File: config.mk
export PLATFORM = sky130hd
export DESIGN_NAME = tqvp_multi_adder_flat
export DESIGN_NICKNAME = d
export VERILOG_FILES = /design/src/rtl/tqvp_madd_pkg.sv /design/src/rtl/tqvp_multi_adder_if.sv /design/src/rtl/tqvp_madd_opbank.sv /design/src/rtl/tqvp_multi_adder.sv /design/src/flat_wrapper.sv
export SDC_FILE = /design/constraint.sdc
export NUM_CORES = 1
export LEC_CHECK = 0
export BUFFER_PORTS_ARGS = -buffer_cell sky130_fd_sc_hd__buf_4
export CORE_MARGIN = 2
export CORE_UTILIZATION = 45
export DETAILED_ROUTE_END_ITERATION = 7
export GPL_ROUTABILITY_DRIVEN = 0
export GPL_TIMING_DRIVEN = 0
export HOLD_SLACK_MARGIN = 0.05
export SLEW_MARGIN = 40
export SYNTH_ARGS = -nofsm -noshare
export SYNTH_HDL_FRONTEND = slang
export SYNTH_SLANG_ARGS = --single-unit
File: constraint.sdc
create_clock -name clk -period 9.35 [get_ports clk]
set_input_delay 1.87 -clock clk [delete_from_list [all_inputs] [get_ports clk]]
set_output_delay 1.87 -clock clk [all_outputs]
set_load 0.005 [all_outputs]
File: src/rtl/tqvp_madd_pkg.sv
// tqvp_madd_pkg: shared constants, FSM encoding and helpers for the multi-operand adder.
package tqvp_madd_pkg;
    localparam logic [5:0] A_CTRL   = 6'h20;
    localparam logic [5:0] A_STATUS = 6'h24;
    localparam logic [5:0] A_RES_LO = 6'h28;
    localparam logic [5:0] A_RES_HI = 6'h2C;
    localparam logic [5:0] A_CLEAR  = 6'h30;
    localparam logic [1:0] MODE_SUM = 2'b00;
    localparam logic [1:0] MODE_ACC = 2'b01;
    localparam logic [1:0] MODE_SUB = 2'b10;
    typedef enum logic {S_IDLE, S_RUN} state_t;
    function automatic int rw_of(input int width);
        return width + 8;
    endfunction
    // Byte 0 always lands; 16/32-bit writes add byte 1; only 32-bit writes reach the top half.
    function automatic logic [31:0] lane_merge(input logic [31:0] old, input logic [31:0] d, input logic [1:0] wn);
        lane_merge = old;
        lane_merge[7:0] = d[7:0];
        if (wn != 2'b00) lane_merge[15:8] = d[15:8];
        if (wn == 2'b10) lane_merge[31:16] = d[31:16];
    endfunction
endpackage

File: src/rtl/tqvp_multi_adder_if.sv
// tqvp_multi_adder_if: TinyQV peripheral register bus.
interface tqvp_multi_adder_if;
    logic [5:0]  address;
    logic [31:0] data_in;
    logic [1:0]  data_write_n;
    logic [1:0]  data_read_n;
    logic [31:0] data_out;
    logic        data_ready;
    modport master (output address, data_in, data_write_n, data_read_n, input data_out, data_ready);
    modport slave (input address, data_in, data_write_n, data_read_n, output data_out, data_ready);
endinterface

File: src/rtl/tqvp_madd_opbank.sv
// tqvp_madd_opbank: operand register file with byte-lane writes, busy write-block and idx read mux.
module tqvp_madd_opbank
    import tqvp_madd_pkg::*;
#(
    parameter int WIDTH = 32,
    parameter int NUM_OPS = 4
) (
    input  logic             clk,
    input  logic             rst,
    input  logic [5:0]       address,
    input  logic [31:0]      data_in,
    input  logic [1:0]       data_write_n,
    input  logic             busy,
    input  logic [2:0]       idx,
    output logic [WIDTH-1:0] op,
    output logic [31:0]      rd_data
);
    logic [WIDTH-1:0] ops [NUM_OPS];
    logic             we;
    assign we = !busy && data_write_n != 2'b11;
    always_ff @(posedge clk)
        for (int k = 0; k < NUM_OPS; k++)
            if (rst) ops[k] <= '0;
            else if (we && address == 6'(4 * k)) ops[k] <= WIDTH'(lane_merge(32'(ops[k]), data_in, data_write_n));
    always_comb begin
        op = '0;
        rd_data = '0;
        for (int k = 0; k < NUM_OPS; k++) begin
            if (idx == 3'(k)) op = ops[k];
            if (address == 6'(4 * k)) rd_data = 32'(ops[k]);
        end
    end
endmodule

File: src/rtl/tqvp_multi_adder.sv
// tqvp_multi_adder: sequential multi-operand sum/accumulate/subtract peripheral with done interrupt.
// Define TQVP_MADD_SAT_EN to clamp completed results and report saturation in STATUS[2].
module tqvp_multi_adder
    import tqvp_madd_pkg::*;
#(
    parameter int WIDTH = 32,
    parameter int NUM_OPS = 4
) (
    input  logic                clk,
    input  logic                rst,
    input  logic [7:0]          ui_in,
    output logic [7:0]          uo_out,
    tqvp_multi_adder_if.slave   bus,
    output logic                user_interrupt
);
    localparam int RW = rw_of(WIDTH);
    state_t          state, state_n;
    logic [2:0]      idx;
    logic [RW-1:0]   w, w_next, result, res_fin;
    logic [1:0]      mode, mode_q, mode_in;
    logic            irq_en, done, sat, sat_hit, irq, ui6_q;
    logic            wr_en, busy, sw_start, hw_start, accept, last, ctrl_wr, clr_wr;
    logic [WIDTH-1:0] op;
    logic [31:0]     op_rd;
    logic [63:0]     r64;
    logic            unused_ok;
    tqvp_madd_opbank #(.WIDTH(WIDTH), .NUM_OPS(NUM_OPS)) u_opbank (
        .clk, .rst, .address(bus.address), .data_in(bus.data_in), .data_write_n(bus.data_write_n),
        .busy, .idx, .op, .rd_data(op_rd)
    );
    assign wr_en    = bus.data_write_n != 2'b11;
    assign busy     = state == S_RUN;
    assign ctrl_wr  = wr_en && bus.address == A_CTRL;
    assign clr_wr   = wr_en && bus.address == A_CLEAR;
    assign sw_start = ctrl_wr && bus.data_in[0];
    assign hw_start = ui_in[6] && !ui6_q;
    assign mode_in  = sw_start ? bus.data_in[2:1] : mode;
    assign w_next   = (mode_q == MODE_SUB && idx != 3'd0) ? w - RW'(op) : w + RW'(op);
`ifdef TQVP_MADD_SAT_EN
    assign sat_hit = mode_q == MODE_SUB ? w_next[RW-1] : |(w_next >> WIDTH);
    assign res_fin = !sat_hit ? w_next : mode_q == MODE_SUB ? '0 : RW'({WIDTH{1'b1}});
`else
    assign sat_hit = 1'b0;
    assign res_fin = w_next;
`endif
    always_comb begin
        accept  = state == S_IDLE && (sw_start || hw_start);
        last    = state == S_RUN && idx == 3'(NUM_OPS - 1);
        state_n = accept ? S_RUN : last ? S_IDLE : state;
    end
    always_ff @(posedge clk) state <= rst ? S_IDLE : state_n;
    always_ff @(posedge clk) begin
        if (rst) begin
            idx <= '0;
            w <= '0;
            result <= '0;
            mode <= MODE_SUM;
            mode_q <= MODE_SUM;
            irq_en <= 1'b0;
            done <= 1'b0;
            sat <= 1'b0;
            irq <= 1'b0;
            ui6_q <= 1'b0;
        end else begin
            ui6_q <= ui_in[6];
            if (ctrl_wr) {irq_en, mode} <= bus.data_in[3:1];
            if (clr_wr && bus.data_in[0]) begin
                done <= 1'b0;
                irq <= 1'b0;
            end
            if (clr_wr && bus.data_in[1] && !busy) result <= '0;
            if (accept) begin
                idx <= '0;
                w <= mode_in == MODE_ACC ? result : '0;
                mode_q <= (mode_in == MODE_ACC || mode_in == MODE_SUB) ? mode_in : MODE_SUM;
                done <= 1'b0;
                irq <= 1'b0;
            end
            if (busy) begin
                w <= w_next;
                idx <= idx + 3'd1;
            end
            // Completion comes after the clear so a coinciding CLEAR[0] loses.
            if (last) begin
                result <= res_fin;
                sat <= sat_hit;
                done <= 1'b1;
                if (irq_en) irq <= 1'b1;
            end
        end
    end
    assign r64 = 64'(result);
    always_comb
        bus.data_out = bus.address == A_CTRL   ? {28'b0, irq_en, mode, 1'b0} :
                       bus.address == A_STATUS ? {29'b0, sat, done, busy} :
                       bus.address == A_RES_LO ? r64[31:0] :
                       bus.address == A_RES_HI ? r64[63:32] : op_rd;
    assign bus.data_ready = 1'b1;
    assign uo_out = result[7:0];
    assign user_interrupt = irq;
    assign unused_ok = &{1'b0, bus.data_read_n, ui_in[7], ui_in[5:0]};
endmodule

File: src/flat_wrapper.sv
// flat-port wrapper written by rule: the top's interface ports become plain ports
module tqvp_multi_adder_flat import tqvp_madd_pkg::*;
#(
    parameter int WIDTH = 32,
    parameter int NUM_OPS = 4
)
  (clk, rst, ui_in, uo_out, user_interrupt, bus_address, bus_data_in, bus_data_write_n, bus_data_read_n, bus_data_out, bus_data_ready);
  tqvp_multi_adder_if bus_i ();
  input  logic clk;
  input  logic rst;
  input  logic [7:0] ui_in;
  output logic [7:0] uo_out;
  output logic user_interrupt;
  input wire logic [$bits(bus_i.address)-1:0] bus_address;
  input wire logic [$bits(bus_i.data_in)-1:0] bus_data_in;
  input wire logic [$bits(bus_i.data_write_n)-1:0] bus_data_write_n;
  input wire logic [$bits(bus_i.data_read_n)-1:0] bus_data_read_n;
  output wire logic [$bits(bus_i.data_out)-1:0] bus_data_out;
  output wire logic [$bits(bus_i.data_ready)-1:0] bus_data_ready;
  assign bus_i.address = bus_address;
  assign bus_i.data_in = bus_data_in;
  assign bus_i.data_write_n = bus_data_write_n;
  assign bus_i.data_read_n = bus_data_read_n;
  assign bus_data_out = bus_i.data_out;
  assign bus_data_ready = bus_i.data_ready;
  tqvp_multi_adder #(.WIDTH(WIDTH), .NUM_OPS(NUM_OPS)) u_core (.clk(clk), .rst(rst), .ui_in(ui_in), .uo_out(uo_out), .bus(bus_i), .user_interrupt(user_interrupt));
endmodule
==> impl_metrics.tcl <==
set metrics [dict create \
    syn_avg_cell_area_sq_um 9.435 \
    fin_crit_sh_pct 76.09 \
    crit_required_ns 9.74 \
    post-route-util_pct 52.20 \
    port_buffers 81 \
    nets 1682 \
    synth_area_sq_um 13920 \
    synth_area_leaders "edfxtp_1, dfxtp_1, and2_1" \
    grt_pass1_wl_microns 74240 \
    placedCellCount 1953 \
    synth_commonest_cells "and2_1, nand2_1, edfxtp_1, nor2_1, a21oi_1" \
    drc_errors 0 \
    ios 94 \
    initial_core_util_pct 45.62 \
    cts_made_buffers 25 \
    vias 12520 \
    track_usage_pct 30.21 \
    grt_busiest_layer "met2" \
    grt_util_met2_pct 47.25 \
    total_power_mw 2.720 \
    finalSetupTns_ns 0 \
    fin_skew_ns 0.02526 \
    slew_violations 0 \
    ys_seq_area_share_pct 40.85 \
    use_met1_pct 41.85 \
    synth_seq_cells 220 \
    syn_nets 1573 \
    drt_iter0_markers 1810 \
    startpoint_type "flip-flop" \
    rsz0062_at_grt "false" \
    detailedRoute.firstPassIterationCount 6 \
    tightestPinTransition_ns 0.9468 \
    n_fill_cell 2866 \
    async_flop_share_pct 0 \
    antenna_found_initial 1 \
    status "finished clean" \
    ys_warn_count 0 \
    p_leak_nw 6.291 \
    regArea_sq_um 5685 \
    ir_drop_mv 0.1535 \
    gr-usage-met3_pct 4.882 \
    end_kind "flip-flop" \
    post_drt_via_cell_ratio 6.262 \
    hold_path.class "reg2reg" \
    multiInputGateArea_sq_um 7532 \
    coreArea_sq_um 30510 \
    max_slew_margin_pct 36.39 \
    crit_type "reg2reg" \
    syn_to_final_growth_pct 14.43 \
    synth_edf_count 128 \
    drive_gt1_share_pct 13.91 \
    setup_viol 0 \
    cts_tree "yes" \
    grt_max_degree 17 \
    yosysTopAreaCell "edfxtp_1" \
    cts_resized 0 \
    grt_pass1_vias 11830 \
    dpl.hpwl_microns 37720 \
    max_cap_viol_count 0 \
    cts_hold_buf 0 \
    cts_max_level 1 \
    min_period_ns 7.115 \
    power_density_nw_per_um2 170.8 \
    post_cts_buffers 0 \
    grt.overflow.total 0 \
    max_freq_mhz 140.6 \
    syn_inst 1475 \
    hold_ws_ns 0.4817 \
    crit_fanout 10 \
    die-area_sq_um 32350 \
    cts_sinks 220 \
    synth_top_area_share_pct 27.62 \
    die_height_microns 179.9 \
    rows 64 \
    synth.most_common_cell "and2_1" \
    finalHoldViolations 0 \
    clk_path_buf_depth 3 \
    root_buffer "clkbuf_16" \
    ant_nets 0 \
    ys_types 104 \
    synth_ff_type "edfxtp_1" \
    insertion_delay_ns 0.55 \
    crit_arrival_ns 7.51 \
    wl_per_cell_microns 25.29 \
    path_clk_slew_ns 0.06 \
    final_cells 2000 \
    totalWireLength_microns 50590 \
    die_w_microns 179.9 \
]
final timing paths:
check                              from  depth (start not counted)  slack [ns]                    endpoint
min          u_core.irq_en$_SDFFE_PP0P_                          2        0.48  u_core.irq_en$_SDFFE_PP0P_
min reg2reg  u_core.irq_en$_SDFFE_PP0P_                          2        0.48  u_core.irq_en$_SDFFE_PP0P_
max          u_core.idx[1]$_SDFFE_PP0P_                         24        2.24   u_core.w[37]$_SDFFE_PP0P_
max reg2reg  u_core.idx[1]$_SDFFE_PP0P_                         24        2.24   u_core.w[37]$_SDFFE_PP0P_
cell families after synthesis:
| family | synth area share, % |
|---|---|
| flip-flops | 40.85 |
| buffers and inverters | 5.448 |
| AO/OA/AOI/OAI | 24.21 |
| AND/OR/NAND/NOR | 20.27 |
| XOR/XNOR | 4.261 |
| adder cells (fa/ha/maj) | 4.190 |
| multiplexers | 0.7372 |
| other | 0.02695 |
metrics by stage:
stage	worst slack, ns	cell area [sq um]
after global routing	2.110	15920
after CTS	2.410	15900
after floorplan	3.835	13920
after detailed placement	2.456	15070
after global placement	2.489	15020
final	2.235	15930
routing by layer:
layer	part of all wire (%)	up-vias
met1	42	5993
li1	-	5728
met5	0	-
met4	4.2	0
met2	44	682
met3	9.6	121
cell type report:
cell class	count	area share, %
multi-input combinational	1116	47.30
sequential	220	35.70
clock buffer	32	4.282
buffer	108	4.030
timing repair buffer	82	3.913
tap	396	3.111
clock inverter	14	0.9192
inverter	31	0.7307
antenna	1	0.01571
critical path, stage by stage, from the launching register on:
cell and delay (ns):
dfxtp_1 0.39, ha_1 0.17, ha_1 0.24, buf_2 0.29
nor2_2 0.12, buf_2 0.24, a32oi_1 0.56, ha_1 0.29
inv_1 0.06, a2111oi_2 0.24, and2_1 0.23, nand2_1 0.13
or2_1 0.30, o31ai_2 0.28, xor2_1 0.26, ha_1 0.27
bufbuf_16 0.27, and4_1 0.18, a32o_1 0.22, nor3_1 0.64
o21ai_0 0.51, a31oi_1 0.58, o21a_1 0.23, mux2i_1 0.18
o21ai_1 0.08
cell usage in the layout (no fill, tap or decap), drive strengths merged, types with 36 or more instances in the layout:
master	instances
xnor2	36
o21ai	79
nor2	104
dfxtp	92
ha	45
edfxtp	128
buf	119
clkbuf	101
a222oi	46
a21oi	101
a22oi	56
nand2	132
and2	141
sequential cells by signal, indices dropped and copies added (netlist names):
name,flops
u_core.busy,1
u_core.done,1
u_core.idx,3
u_core.irq_en,1
u_core.mode,2
u_core.mode_q,2
u_core.result,40
u_core.u_opbank.ops,128
u_core.ui6_q,1
u_core.user_interrupt,1
u_core.w,40
report_power, final:
group	internal [mW]	leakage [nW]	switching, mW
Clock	0.576	0.401	0.431
Combinational	0.232	3.88	0.385
Sequential	1.07	2.01	0.0296
Total	1.87	6.29	0.846
Power figures use the tool's default switching activity.
